`src/rtl/sprite_pkg.sv`:
```
// Shared types and constants for the sprite RAM load controller:
// FSM state encoding, command bytes and default RAM depths.
package sprite_pkg;

  typedef enum logic [2:0] {
    IDLE  = 3'd0,
    PAL_R = 3'd1,
    PAL_G = 3'd2,
    PAL_B = 3'd3,
    IMG   = 3'd4
  } state_t;

  localparam logic [7:0] CMD_PAL = 8'h01;
  localparam logic [7:0] CMD_IMG = 8'h02;

  localparam int DEFAULT_IMG_DEPTH = 65536;
  localparam int DEFAULT_PAL_DEPTH = 256;

endpackage

```
`src/rtl/sprite_mem_loader_if.sv`:
```
// Byte-stream input, RAM write ports and status of the sprite loader.
// Handshake: a byte moves on every clock edge where valid_in && ready_out;
// the source holds data_in/valid_in stable while ready_out is low.
interface sprite_mem_loader_if
  import sprite_pkg::*;
#(
    parameter int IMG_AW = $clog2(DEFAULT_IMG_DEPTH),
    parameter int PAL_AW = $clog2(DEFAULT_PAL_DEPTH)
);

    logic [7:0]        data_in;
    logic              valid_in;
    logic              ready_out;
    logic              abort_in;
    logic              vblank_in;

    logic              img_we_out;
    logic [IMG_AW-1:0] img_addr_out;
    logic [7:0]        img_data_out;

    logic              pal_we_out;
    logic [PAL_AW-1:0] pal_addr_out;
    logic [23:0]       pal_data_out;

    logic              busy_out;
    logic              done_out;
    logic              err_out;
    state_t            state_dbg;

    // Host side: byte source plus observer of the write ports.
    modport master (
        output data_in, valid_in, abort_in, vblank_in,
        input  ready_out,
        input  img_we_out, img_addr_out, img_data_out,
        input  pal_we_out, pal_addr_out, pal_data_out,
        input  busy_out, done_out, err_out, state_dbg
    );

    // Loader side.
    modport slave (
        input  data_in, valid_in, abort_in, vblank_in,
        output ready_out,
        output img_we_out, img_addr_out, img_data_out,
        output pal_we_out, pal_addr_out, pal_data_out,
        output busy_out, done_out, err_out, state_dbg
    );

endinterface

```
`src/rtl/sprite_mem_loader.sv`:
```
// Sprite image/palette RAM load controller: decodes a command byte, then streams
// bytes into the palette or image write port. Optional macro: VBLANK_GATE_EN.
module sprite_mem_loader
  import sprite_pkg::*;
#(
    parameter int IMG_DEPTH = DEFAULT_IMG_DEPTH,
    parameter int PAL_DEPTH = DEFAULT_PAL_DEPTH
) (
    input  logic               pixel_clk_in,
    input  logic               rst_n_in,
    sprite_mem_loader_if.slave bus
);

    localparam int IMG_AW = $clog2(IMG_DEPTH);
    localparam int PAL_AW = $clog2(PAL_DEPTH);
    localparam logic [IMG_AW-1:0] IMG_LAST = IMG_AW'(IMG_DEPTH - 1);
    localparam logic [PAL_AW-1:0] PAL_LAST = PAL_AW'(PAL_DEPTH - 1);

    state_t            state;
    logic [7:0]        r_q;
    logic [7:0]        g_q;
    logic [PAL_AW-1:0] pal_idx;
    logic [IMG_AW-1:0] img_idx;

    logic              img_we_q;
    logic [IMG_AW-1:0] img_addr_q;
    logic [7:0]        img_data_q;
    logic              pal_we_q;
    logic [PAL_AW-1:0] pal_addr_q;
    logic [23:0]       pal_data_q;
    logic              busy_q;
    logic              done_q;
    logic              err_q;

    logic              ready;
    logic              xfer;
    logic              abort_load;

`ifdef VBLANK_GATE_EN
    // Data bytes are only taken during blanking so every RAM write lands there.
    assign ready = (state == IDLE) ? 1'b1 : bus.vblank_in;
`else
    logic unused_vblank;
    assign unused_vblank = bus.vblank_in;
    assign ready         = 1'b1;
`endif

    assign xfer       = bus.valid_in && ready;
    assign abort_load = bus.abort_in && (state != IDLE);

    always_ff @(posedge pixel_clk_in or negedge rst_n_in) begin
        if (!rst_n_in) begin
            state      <= IDLE;
            r_q        <= '0;
            g_q        <= '0;
            pal_idx    <= '0;
            img_idx    <= '0;
            img_we_q   <= 1'b0;
            img_addr_q <= '0;
            img_data_q <= '0;
            pal_we_q   <= 1'b0;
            pal_addr_q <= '0;
            pal_data_q <= '0;
            busy_q     <= 1'b0;
            done_q     <= 1'b0;
            err_q      <= 1'b0;
        end else begin
            img_we_q <= 1'b0;
            pal_we_q <= 1'b0;
            done_q   <= 1'b0;
            err_q    <= 1'b0;
            if (abort_load) begin
                // The byte on this edge is dropped; RAM keeps what was written.
                state  <= IDLE;
                busy_q <= 1'b0;
            end else if (xfer) begin
                case (state)
                    IDLE: begin
                        if (bus.data_in == CMD_PAL) begin
                            state   <= PAL_R;
                            pal_idx <= '0;
                            busy_q  <= 1'b1;
                        end else if (bus.data_in == CMD_IMG) begin
                            state   <= IMG;
                            img_idx <= '0;
                            busy_q  <= 1'b1;
                        end else begin
                            err_q <= 1'b1;
                        end
                    end
                    PAL_R: begin
                        r_q   <= bus.data_in;
                        state <= PAL_G;
                    end
                    PAL_G: begin
                        g_q   <= bus.data_in;
                        state <= PAL_B;
                    end
                    PAL_B: begin
                        pal_we_q   <= 1'b1;
                        pal_addr_q <= pal_idx;
                        pal_data_q <= {r_q, g_q, bus.data_in};
                        if (pal_idx == PAL_LAST) begin
                            state  <= IDLE;
                            busy_q <= 1'b0;
                            done_q <= 1'b1;
                        end else begin
                            pal_idx <= pal_idx + PAL_AW'(1);
                            state   <= PAL_R;
                        end
                    end
                    IMG: begin
                        img_we_q   <= 1'b1;
                        img_addr_q <= img_idx;
                        img_data_q <= bus.data_in;
                        if (img_idx == IMG_LAST) begin
                            state  <= IDLE;
                            busy_q <= 1'b0;
                            done_q <= 1'b1;
                        end else begin
                            img_idx <= img_idx + IMG_AW'(1);
                        end
                    end
                    default: begin
                        state  <= IDLE;
                        busy_q <= 1'b0;
                    end
                endcase
            end
        end
    end

    assign bus.ready_out    = ready;
    assign bus.img_we_out   = img_we_q;
    assign bus.img_addr_out = img_addr_q;
    assign bus.img_data_out = img_data_q;
    assign bus.pal_we_out   = pal_we_q;
    assign bus.pal_addr_out = pal_addr_q;
    assign bus.pal_data_out = pal_data_q;
    assign bus.busy_out     = busy_q;
    assign bus.done_out     = done_q;
    assign bus.err_out      = err_q;
    assign bus.state_dbg    = state;

endmodule
```
`src/flat_wrapper.sv`:
```
// flat-port wrapper written by rule: the top's interface ports become plain ports
module sprite_mem_loader_flat import sprite_pkg::*;
#(
    parameter int IMG_DEPTH = DEFAULT_IMG_DEPTH,
    parameter int PAL_DEPTH = DEFAULT_PAL_DEPTH
)
  (pixel_clk_in, rst_n_in, bus_data_in, bus_valid_in, bus_abort_in, bus_vblank_in, bus_ready_out, bus_img_we_out, bus_img_addr_out, bus_img_data_out, bus_pal_we_out, bus_pal_addr_out, bus_pal_data_out, bus_busy_out, bus_done_out, bus_err_out, bus_state_dbg);
  sprite_mem_loader_if bus_i ();
  input  logic pixel_clk_in;
  input  logic rst_n_in;
  input wire logic [$bits(bus_i.data_in)-1:0] bus_data_in;
  input wire logic [$bits(bus_i.valid_in)-1:0] bus_valid_in;
  input wire logic [$bits(bus_i.abort_in)-1:0] bus_abort_in;
  input wire logic [$bits(bus_i.vblank_in)-1:0] bus_vblank_in;
  output wire logic [$bits(bus_i.ready_out)-1:0] bus_ready_out;
  output wire logic [$bits(bus_i.img_we_out)-1:0] bus_img_we_out;
  output wire logic [$bits(bus_i.img_addr_out)-1:0] bus_img_addr_out;
  output wire logic [$bits(bus_i.img_data_out)-1:0] bus_img_data_out;
  output wire logic [$bits(bus_i.pal_we_out)-1:0] bus_pal_we_out;
  output wire logic [$bits(bus_i.pal_addr_out)-1:0] bus_pal_addr_out;
  output wire logic [$bits(bus_i.pal_data_out)-1:0] bus_pal_data_out;
  output wire logic [$bits(bus_i.busy_out)-1:0] bus_busy_out;
  output wire logic [$bits(bus_i.done_out)-1:0] bus_done_out;
  output wire logic [$bits(bus_i.err_out)-1:0] bus_err_out;
  output wire logic [$bits(bus_i.state_dbg)-1:0] bus_state_dbg;
  assign bus_i.data_in = bus_data_in;
  assign bus_i.valid_in = bus_valid_in;
  assign bus_i.abort_in = bus_abort_in;
  assign bus_i.vblank_in = bus_vblank_in;
  assign bus_ready_out = bus_i.ready_out;
  assign bus_img_we_out = bus_i.img_we_out;
  assign bus_img_addr_out = bus_i.img_addr_out;
  assign bus_img_data_out = bus_i.img_data_out;
  assign bus_pal_we_out = bus_i.pal_we_out;
  assign bus_pal_addr_out = bus_i.pal_addr_out;
  assign bus_pal_data_out = bus_i.pal_data_out;
  assign bus_busy_out = bus_i.busy_out;
  assign bus_done_out = bus_i.done_out;
  assign bus_err_out = bus_i.err_out;
  assign bus_state_dbg = bus_i.state_dbg;
  sprite_mem_loader #(.IMG_DEPTH(IMG_DEPTH), .PAL_DEPTH(PAL_DEPTH)) u_core (.pixel_clk_in(pixel_clk_in), .rst_n_in(rst_n_in), .bus(bus_i));
endmodule
```
`config.mk`:
```
export PLATFORM = sky130hd
export DESIGN_NAME = sprite_mem_loader_flat
export DESIGN_NICKNAME = d
export VERILOG_FILES = /design/src/rtl/sprite_pkg.sv /design/src/rtl/sprite_mem_loader_if.sv /design/src/rtl/sprite_mem_loader.sv /design/src/flat_wrapper.sv
export SDC_FILE = /design/constraint.sdc
export NUM_CORES = 1
export LEC_CHECK = 0
export BUFFER_PORTS_ARGS = -buffer_cell sky130_fd_sc_hd__buf_4
export CORE_MARGIN = 1
export CORE_UTILIZATION = 30
export DETAILED_ROUTE_END_ITERATION = 10
export SYNTH_ARGS = -nofsm -noshare
export SYNTH_HDL_FRONTEND = slang
export SYNTH_SLANG_ARGS = --single-unit
```
`constraint.sdc`:
```
create_clock -name pixel_clk_in -period 3.4 [get_ports pixel_clk_in]
set_input_delay 0.34 -clock pixel_clk_in [delete_from_list [all_inputs] [get_ports pixel_clk_in]]
set_output_delay 0.34 -clock pixel_clk_in [all_outputs]
set_load 0.02 [all_outputs]
```
==> metrics.md, run 1 <==
| Metric | Value |
|---|---|
| Setup Crit Path Kind | `reg2reg` |
| Layout cells sized above 1 | `41.0%` |
| Die ar. | `16000 um2` |
| Drt wl/cell | `16.1 um` |
| Die width | `127 um` |
| Tcrit/Tclk final | `71.4%` |
| Setup bufs post-CTS | `0` |
| PortBufs | `75` |
| Hold Crit Class | `in2async` |
| TritonCTS clock tree | `built` |
| Core area | `15100 um2` |
| Final WS setup | `973 ps` |
| TritonRoute pass-1 iters | `4` |
| Sequential power share | `50.9%` |
| Async S/R FF share, synth | `100%` |
| Slew margin rel. | `40.5%` |
| Comb pwr share | `6.2%` |
| P_int | `1.91 mW` |
| Clock sink count | `104` |
| CTS Root Buffer Type | `clkbuf_16` |
| First-pass GRT wire length | `17200 um` |
| Mapped cell area | `4650 um2` |
| Drt drc | `0` |
| Ys Warns | `0` |
| Worst-margin pin slew | `892 ps` |
| Startpoint Class | `register` |
| GP Congestion | `0.771` |
| Final setup TNS | `0 ps` |
| Vias in the first global route | `3243` |
| Clock Pin Slew Worst Setup and Hold Paths | `70 ps` |
| Avg Cell Area, Syn | `12.7 um2` |
| Synth top area share | `55.9%` |
| Ports | `78` |
| Mapped Cells | `366` |
| Gr usage total | `14.0%` |
| # hold bufs at CTS | `0` |
| Yosys reg bits | `104` |
| Detailed router's first-iteration violation count | `173` |
| FP Rows | `45` |
| Crit path time final | `2430 ps` |
| Most common library cells after synthesis | `dfrtp_1 (104), mux2_2 (66), nand2_1 (29)` |
| RSZ-0062 raised after global routing | `no` |
| Pleak | `2.76 nW` |
| Top post-synthesis cells by area | `dfrtp_1 (56%), mux2_2 (16%), nand2_1 (2.3%), nor2_1 (1.8%), nand4_1 (1.5%)` |
| Arr. time, crit path | `2670 ps` |
| HPWL after detailed placement | `6940 um` |
| Via count of the routed design | `3217` |
| # diodes | `0` |
| Max IR drop VDD | `0.268 mV` |
| Pre-CTS setup slack | `997 ps` |
| Inserted Clock Buffers | `9` |
| Setup Skew | `9.68 ps` |
| Post-synth EDFFs | `0` |
| Longest Clk Path Bufs | `2` |
| Overflow after GRT | `0` |
| Slew Limit Fails | `0` |
| Clock latency on the worst-skew pair | `360 ps` |
| Via density | `5.07` |
| Hold Vio Cnt, Final | `0` |
| Post-CTS sizing | `0` |
| Sequential fraction of the synthesis area | `55.9%` |
| P&R area growth vs syn | `22.8%` |
| Number of distinct library cells after synthesis | `65` |
| Max Cap Violations | `0` |
| Initial antenna violation count | `0` |
| Die Y | `127 um` |
| Psw | `626 uW` |
| Largest net degree at the start of global routing | `70` |
| Mapped Nets | `381` |
| Post-synth top flop | `dfrtp_1` |
| Critical path peak fanout | `16` |
| Routed Antenna Nets | `0` |
| Cell taking the most area after synthesis | `dfrtp_1` |
| Initial core utilization | `30.7%` |
| Layout fillers | `1462` |
| Cell with the most instances after synthesis | `dfrtp_1` |
| Nets@finish | `456` |
| H-Tree Depth | `3` |
| Area post-placement | `5400 um2` |
| Post-route cell area | `5710 um2` |
| Outcome | `finished clean` |
| Final Util | `37.7%` |
| Worst path required time | `3650 ps` |
| Power per cell area | `445 nW/um2` |
| CP Capture Type | `register` |
| Setup violators final | `0` |
| Final WL | `10200 um` |
| Max Fclk | `412 MHz` |
| Clock share of power | `42.9%` |
| Sw Ratio | `24.6%` |
-- worst max-delay path, stage by stage (launching register included) --
cell	delay, ps
dfrtp_1	430
ha_1	250
and3_1	290
and4_2	260
o22ai_2	580
o21ai_0	240
a32o_1	260
-- power groups by stage --
stage | combinational, mW | clock (mW) | sequential [mW]
2_1_floorplan | 0.0545 | 0 | 1.33
3_3_place_gp | 0.158 | 0 | 1.32
3_5_place_dp | 0.161 | 0 | 1.32
4_1_cts | 0.161 | 1.13 | 1.29
5_1_grt | 0.175 | 1.19 | 1.30
6_report | 0.157 | 1.09 | 1.29
-- cell type report --
type / instances / area, um2 / share of cell area [%]
Clock inverter: 7 / 90.1 / 1.58
Multi-Input combinational cell: 236 / 1920 / 33.6
Clock buffer: 9 / 225 / 3.94
Timing Repair Buffer: 81 / 608 / 10.6
Sequential cell: 104 / 2600 / 45.6
Tap cell: 188 / 235 / 4.12
Inverter: 9 / 33.8 / 0.591
-- routing by layer --
layer	GRT usage, %	part of all wire [%]	vias to the layer above
li1	-	-	1493
met1	17.7	45	1637
met2	22.5	48	77
met3	5.27	5.7	10
met4	3.83	1.1	0
met5	0	0	-
-- logic make-up (layout without fill, tap and decap cells) --
logic type / after synthesis / count (layout) / share of synthesized area (%)
and+or+nand+nor: 101 / 101 / 12.4
buffers and inverters: 26 / 106 / 2.99
DFF: 104 / 104 / 55.9
other: 1 / 1 / 0.0806
muxes: 71 / 71 / 17.2
xor gates and xnor gates: 6 / 6 / 1.13
adders and majority gates: 2 / 2 / 0.538
AOI/OAI and AO/OA: 55 / 55 / 9.71
-- metrics by stage --
step	hold WS [ps]	std cells	total power, mW
after CTS	130	634	2.59
after global placement	472	618	1.47
after detailed placement	475	618	1.48
final	81.0	634	2.54
after global routing	162	634	2.66
after floorplan	44.4	366	1.39
-- registers in the layout, indices dropped and copies added (netlist names) --
name	count
u_core.bus.busy_out	1
u_core.bus.done_out	1
u_core.bus.err_out	1
u_core.bus.img_addr_out	16
u_core.bus.img_data_out	8
u_core.bus.img_we_out	1
u_core.bus.pal_addr_out	8
u_core.bus.pal_data_out	24
u_core.bus.pal_we_out	1
u_core.bus.state_dbg	3
u_core.g_q	8
u_core.img_idx	16
u_core.pal_idx	8
u_core.r_q	8
-- worst paths after layout --
kind                                                              from                                endpoint  slack [ps]  cells after the start
min in group pixel_clk_in                               bus_data_in[3]               u_core.g_q[3]$_DFFE_PN0P_         240                      2
worst min register to register  u_core.bus.img_addr_out[1]$_DFFE_PN0P_  u_core.bus.img_addr_out[1]$_DFFE_PN0P_         480                      2
worst max register to register           u_core.img_idx[0]$_DFFE_PN0P_           u_core.img_idx[4]$_DFFE_PN0P_         970                      6
worst min-delay path                                          rst_n_in  u_core.bus.img_addr_out[4]$_DFFE_PN0P_          80                      1
worst max-delay path                     u_core.img_idx[0]$_DFFE_PN0P_           u_core.img_idx[4]$_DFFE_PN0P_         970                      6
max in group asynchronous                                     rst_n_in         u_core.bus.img_we_out$_DFF_PN0_        2470                      2
-- placed cells by master (no fill, tap or decap), types with 9 or more instances in the layout --
| cell | instances |
|---|---|
| buf_4 | 81 |
| clkbuf_16 | 9 |
| dfrtp_1 | 104 |
| inv_1 | 9 |
| mux2_2 | 66 |
| nand2_1 | 29 |
| nand3_1 | 10 |
| nand4_1 | 11 |
| nor2_1 | 22 |
| o21ai_0 | 11 |
Power figures use the tool's default switching activity.
==> inputs of run 2 (changes only) <==
==> constraint.sdc (replaced) <==
create_clock -name pixel_clk_in -period 2.2 [get_ports pixel_clk_in]
set_input_delay 0.22 -clock pixel_clk_in [delete_from_list [all_inputs] [get_ports pixel_clk_in]]
set_output_delay 0.22 -clock pixel_clk_in [all_outputs]
set_load 0.02 [all_outputs]
==> metrics.md, run 2 (synthesis results as in run 1) <==
| Metric | Value |
|---|---|
| Setup bufs post-CTS | `0 (unchanged)` |
| Post-route cell area | `5810 um2 (was 5710 um2)` |
| Largest net degree at the start of global routing | `38 (was 70)` |
| Placed cell count | `627 (was 618)` |
| Clock share of power | `42.6% (was 42.9%)` |
| Worst path required time | `2440 ps (was 3650 ps)` |
| Drt drc | `0 (unchanged)` |
| Slew Limit Fails | `0 (unchanged)` |
| Final WL | `10100 um (was 10200 um)` |
| Outcome | `finished clean (unchanged)` |
| Setup Skew | `8.76 ps (was 9.68 ps)` |
| Startpoint Class | `register (unchanged)` |
| Die Y | `127 um (unchanged)` |
| Via count of the routed design | `3216 (was 3217)` |
| Detailed router's first-iteration violation count | `143 (was 173)` |
| Nets@finish | `466 (was 456)` |
| Layout cells sized above 1 | `42.1% (was 41.0%)` |
| Arr. time, crit path | `2250 ps (was 2670 ps)` |
| Hold-critical path depth | `2` |
| PortBufs | `75 (unchanged)` |
| HPWL after detailed placement | `7120 um (was 6940 um)` |
| Most frequent cell on the critical path | `buf_4` |
| Most frequent cells in the layout | `dfrtp_1 (104), buf_4 (88), mux2_2 (66), nand2_1 (29), nor2_1 (22) (was dfrtp_1 (104), buf_4 (81), mux2_2 (66), nand2_1 (29), nor2_1 (22))` |
| Clock Pin Slew Worst Setup and Hold Paths | `80 ps (was 70 ps)` |
| Setup Crit Path Kind | `reg2reg (unchanged)` |
| Hold Vio Cnt, Final | `0 (unchanged)` |
| Longest Clk Path Bufs | `2 (unchanged)` |
| Inserted Clock Buffers | `9 (unchanged)` |
| FP Rows | `45 (unchanged)` |
| Critical path peak fanout | `13 (was 16)` |
| Pre-CTS setup slack | `220 ps (was 997 ps)` |
| GP Congestion | `0.788 (was 0.771)` |
| Via density | `4.99 (was 5.07)` |
| P&R area growth vs syn | `25.0% (was 22.8%)` |
| Peak per-stage delay on the critical path | `450 ps (was 580 ps)` |
| Max FFs per register | `24 (unchanged)` |
| Overflow after GRT | `0 (unchanged)` |
| Psw | `956 uW (was 626 uW)` |
| H-Tree Depth | `3 (unchanged)` |
| Max Cap Violations | `0 (unchanged)` |
| Commonest non-fill, non-tap cell in the layout | `dfrtp_1 (unchanged)` |
| R2R depth | `7 (was 6)` |
| Die width | `127 um (unchanged)` |
| Clock sink count | `104 (unchanged)` |
| First-pass GRT wire length | `17200 um (about the same)` |
| Max IR drop VDD | `0.512 mV (was 0.268 mV)` |
| Final WS setup | `189 ps (was 973 ps)` |
| Sequential power share | `50.9% (about the same)` |
| Die ar. | `16000 um2 (unchanged)` |
| TritonCTS clock tree | `built (unchanged)` |
| Clock latency on the worst-skew pair | `350 ps (was 360 ps)` |
| Final setup TNS | `0 ps (unchanged)` |
| RSZ-0062 raised after global routing | `no (unchanged)` |
| P_int | `2.97 mW (was 1.91 mW)` |
| Pleak | `2.82 nW (was 2.76 nW)` |
| Setup violators final | `0 (unchanged)` |
| CTS Root Buffer Type | `clkbuf_16 (unchanged)` |
| Power per cell area | `675 nW/um2 (was 445 nW/um2)` |
| Vias in the first global route | `3183 (was 3243)` |
| Sw Ratio | `24.4% (was 24.6%)` |
| Worst path cell trace | `buf_4, nor3b_1, nand3_2, o22ai_2, buf_4, o21ai_0, a32o_1 (was ha_1, and3_1, and4_2, o22ai_2, o21ai_0, a32o_1)` |
| Crit path time final | `2010 ps (was 2430 ps)` |
| Tcrit/Tclk final | `91.4% (was 71.4%)` |
| Hold Crit Class | `in2reg (was in2async)` |
| Initial core utilization | `30.7% (unchanged)` |
| Max Fclk | `497 MHz (was 412 MHz)` |
| Final hold slack | `123 ps (was 81.0 ps)` |
| Initial antenna violation count | `0 (unchanged)` |
| CP Capture Type | `register (unchanged)` |
| Drt wl/cell | `15.7 um (was 16.1 um)` |
| Routed Antenna Nets | `0 (unchanged)` |
| # diodes | `0 (unchanged)` |
| Gr usage total | `13.8% (was 14.0%)` |
| Area post-placement | `5490 um2 (was 5400 um2)` |
| Ports | `78 (unchanged)` |
| Comb pwr share | `6.5% (was 6.2%)` |
| Core area | `15100 um2 (unchanged)` |
| TritonRoute pass-1 iters | `4 (unchanged)` |
| Critical-path top delay cell | `dfrtp_1 (was o22ai_2)` |
| Final non-filler cell total | `644 (was 634)` |
## run 2: cell types whose count changed in the layout (fill, tap and decap cells not counted)
cell	previous run	this run
inv_6	0	1
buf_4	81	88
buf_12	0	2
clkinv_4	1	0
dlygate4sd3_1	0	1
## run 2: power by group through the flow
stage / logic (mW) / registers (mW) / clock network (mW)
floorplan: 0.0842 / 2.06 / 0
global placement: 0.253 / 2.03 / 0
detailed placement: 0.259 / 2.04 / 0
CTS: 0.261 / 2.00 / 1.74
global route: 0.284 / 2.01 / 1.81
finish: 0.253 / 2.00 / 1.67
## run 2: stage by stage
stage          utilization, %  total power [mW]
3_5_place_dp             36.2              2.30
3_3_place_gp             36.2              2.29
4_1_cts                  38.4              4.00
2_1_floorplan               -              2.15
5_1_grt                  38.4              4.10
6_report                 38.4              3.93
## run 2: layer usage
layer  vias to the layer above  part of all wire (%)  track usage (%)
li1                       1513                     -                -
met1                      1621                    47             18.0
met2                        69                    46             21.2
met3                        13                   5.4             4.18
met4                         0                   1.9             5.74
met5                         -                     0                0
## run 2: area by class of cell
cell class | instances | area [um2]
inverters | 9 | 33.8
multi-input cells | 236 | 1920
repair buffers | 91 | 711
clock buffers | 9 | 225
well taps | 188 | 235
fillers | 1468 | 9330
clock inverters | 7 | 90.1
flip-flops and latches | 104 | 2600
## run 2: path summary, 6_finish.rpt
check / from / to / slack (ps)
worst max register to register: u_core.bus.state_dbg[2]$_DFFE_PN0P_ / u_core.img_idx[4]$_DFFE_PN0P_ / 190
max in group asynchronous: rst_n_in / u_core.r_q[3]$_DFFE_PN0P_ / 1000
worst min register to register: u_core.bus.img_addr_out[2]$_DFFE_PN0P_ / u_core.bus.img_addr_out[2]$_DFFE_PN0P_ / 490
worst min-delay path: bus_abort_in / u_core.bus.state_dbg[1]$_DFFE_PN0P_ / 120
min in group asynchronous: rst_n_in / u_core.img_idx[8]$_DFFE_PN0P_ / 370
worst max-delay path: u_core.bus.state_dbg[2]$_DFFE_PN0P_ / u_core.img_idx[4]$_DFFE_PN0P_ / 190
## run 2: critical path: cells and delay by family, from the launching register on
kind,cells,cell delay [ps]
AOI/OAI and AO/OA,3,540
and+or+nand+nor,2,480
buffers and inverters,2,430
DFF,1,450
## run 2: timing repair
action	4_1_cts	5_1_grt
resized for setup	0	0
endpoints found under the setup margin	0	0
hold endpoints to repair	33	0
hold buffers	1	0
==> inputs of run 3 (changes only) <==
--- a/config.mk
+++ b/config.mk
@@ -7,7 +7,7 @@
 export LEC_CHECK = 0
 export BUFFER_PORTS_ARGS = -buffer_cell sky130_fd_sc_hd__buf_4
 export CORE_MARGIN = 1
-export CORE_UTILIZATION = 30
+export CORE_UTILIZATION = 29
 export DETAILED_ROUTE_END_ITERATION = 10
 export SYNTH_ARGS = -nofsm -noshare
 export SYNTH_HDL_FRONTEND = slang
==> metrics.md, run 3 (synthesis results as in run 1) <==
| Metric | Value |
|---|---|
| CTS Root Buffer Type | `clkbuf_16 (unchanged)` |
| Final setup TNS | `0 ps (unchanged)` |
| Max IR drop VDD | `0.496 mV (was 0.512 mV)` |
| Max FFs per register | `24 (unchanged)` |
| Tcrit/Tclk final | `92.2% (was 91.4%)` |
| PortBufs | `75 (unchanged)` |
| Inserted Clock Buffers | `9 (unchanged)` |
| Final WS setup | `172 ps (was 189 ps)` |
| Overflow after GRT | `0 (unchanged)` |
| Hold-critical path depth | `2 (unchanged)` |
| Hold Crit Class | `in2reg (unchanged)` |
| FP Rows | `45 (unchanged)` |
| Clock latency on the worst-skew pair | `350 ps (about the same)` |
| Clock Pin Slew Worst Setup and Hold Paths | `80 ps (about the same)` |
| Nets@finish | `468 (was 466)` |
| HPWL after detailed placement | `7570 um (was 7120 um)` |
| # diodes | `0 (unchanged)` |
| P&R area growth vs syn | `25.4% (was 25.0%)` |
| Worst path required time | `2440 ps (about the same)` |
| Max Fclk | `493 MHz (was 497 MHz)` |
| Routed Antenna Nets | `0 (unchanged)` |
| Slew margin rel. | `61.3%` |
| Initial antenna violation count | `0 (unchanged)` |
| Power per cell area | `652 nW/um2 (was 675 nW/um2)` |
| Initial core utilization | `30.2% (was 30.7%)` |
| Drt wl/cell | `15.6 um (was 15.7 um)` |
| Most frequent cells in the layout | `dfrtp_1 (104), buf_4 (90), mux2_2 (66), nand2_1 (29), nor2_1 (22) (was dfrtp_1 (104), buf_4 (88), mux2_2 (66), nand2_1 (29), nor2_1 (22))` |
| Setup Skew | `11.9 ps (was 8.76 ps)` |
| Core area | `15400 um2 (was 15100 um2)` |
| Clock sink count | `104 (unchanged)` |
| Die width | `129 um (was 127 um)` |
| R2R depth | `6 (was 7)` |
| H-Tree Depth | `3 (unchanged)` |
| Die Y | `129 um (was 127 um)` |
| Setup Crit Path Kind | `reg2reg (unchanged)` |
| Slew Limit Fails | `0 (unchanged)` |
| Hold Vio Cnt, Final | `0 (unchanged)` |
| Arr. time, crit path | `2270 ps (was 2250 ps)` |
| Crit path time final | `2030 ps (was 2010 ps)` |
| Via count of the routed design | `3238 (was 3216)` |
| TritonCTS clock tree | `built (unchanged)` |
| CP Capture Type | `register (unchanged)` |
| Worst-margin pin slew | `580 ps` |
| Ports | `78 (unchanged)` |
| Longest Clk Path Bufs | `2 (unchanged)` |
| GP Congestion | `0.829 (was 0.788)` |
| Setup violators final | `0 (unchanged)` |
| Outcome | `finished clean (unchanged)` |
| Layout cells sized above 1 | `42.6% (was 42.1%)` |
| Max Cap Violations | `0 (unchanged)` |
| Largest net degree at the start of global routing | `44 (was 38)` |
| Drt drc | `0 (unchanged)` |
| Die ar. | `16600 um2 (was 16000 um2)` |
| Startpoint Class | `register (unchanged)` |
| Pleak | `2.82 nW (about the same)` |
| RSZ-0062 raised after global routing | `no (unchanged)` |
| Via density | `4.84 (was 4.99)` |
| Gr usage total | `13.6% (was 13.8%)` |
| Detailed router's first-iteration violation count | `155 (was 143)` |
| First-pass GRT wire length | `17300 um (was 17200 um)` |
| TritonRoute pass-1 iters | `4 (unchanged)` |
| Pre-CTS setup slack | `171 ps (was 220 ps)` |
| Critical path peak fanout | `10 (was 13)` |
| Commonest non-fill, non-tap cell in the layout | `dfrtp_1 (unchanged)` |
| Final WL | `10400 um (was 10100 um)` |
| Vias in the first global route | `3291 (was 3183)` |
## run 3: changes by cell type in the layout (fill, tap and decap cells not counted), sizes merged
cell,delta
buf,+2
clkbuf,+1
bufinv,-1
## run 3: final cells by class
class,instances,area [um2]
clock buffer,10,239
clock inverter,6,50.0
fill,1518,9590
inverter,9,33.8
multi-input combinational,236,1920
sequential,104,2600
tap,211,264
timing repair buffer,93,726
## run 3: layer usage
metal,track usage [%],wire [um],vias to the layer above,part of all wire (%)
li1,-,-,1519,-
met1,17.6,4830,1631,46
met2,21.7,4910,78,47
met3,4.16,545,10,5.2
met4,4.84,148,0,1.4
met5,0,0,-,0
## run 3: final timing paths
kind	end	slack, ps	start
hold reg to reg	u_core.g_q[2]$_DFFE_PN0P_	490	u_core.g_q[2]$_DFFE_PN0P_
max in group asynchronous	u_core.bus.img_addr_out[1]$_DFFE_PN0P_	1070	rst_n_in
setup / recovery	u_core.img_idx[0]$_DFFE_PN0P_	170	u_core.bus.state_dbg[0]$_DFFE_PN0P_
hold / removal	u_core.g_q[2]$_DFFE_PN0P_	120	bus_data_in[2]
setup reg to reg	u_core.img_idx[0]$_DFFE_PN0P_	170	u_core.bus.state_dbg[0]$_DFFE_PN0P_
min in group asynchronous	u_core.img_idx[5]$_DFFE_PN0P_	410	rst_n_in
## run 3: worst max-delay path, cell delays in order, from the launching register on
cell	delay [ps]
dfrtp_1	480
nor2_4	280
nand3_1	220
buf_4	220
nor2_2	310
nor2_1	140
mux2_2	280
## run 3: per-stage QoR
step / hold slack [ps] / power [mW] / std cells / utilization (%) / instance area, um2
final: 121 / 3.81 / 669 / 37.8 / 5830
after global routing: 132 / 3.97 / 669 / 37.8 / 5830
after CTS: 109 / 3.88 / 669 / 37.8 / 5830
after detailed placement: 262 / 2.30 / 652 / 35.9 / 5530
after global placement: 239 / 2.29 / 652 / 35.9 / 5530
after floorplan: -75.6 / 2.15 / 366 / - / 4650
## run 3: where the power goes
part | switching, mW | leakage, nW | internal [mW]
Combinational | 0.159 | 1.26 | 0.104
Clock | 0.730 | 0.141 | 0.814
Sequential | 0.0391 | 1.42 | 1.96
## run 3: timing repair
item,4_1_cts,5_1_grt
setup buffers,0,0
hold buffers,1,0
endpoints found under the hold margin,39,0
setup endpoints to repair,0,2
gates resized for setup,0,1
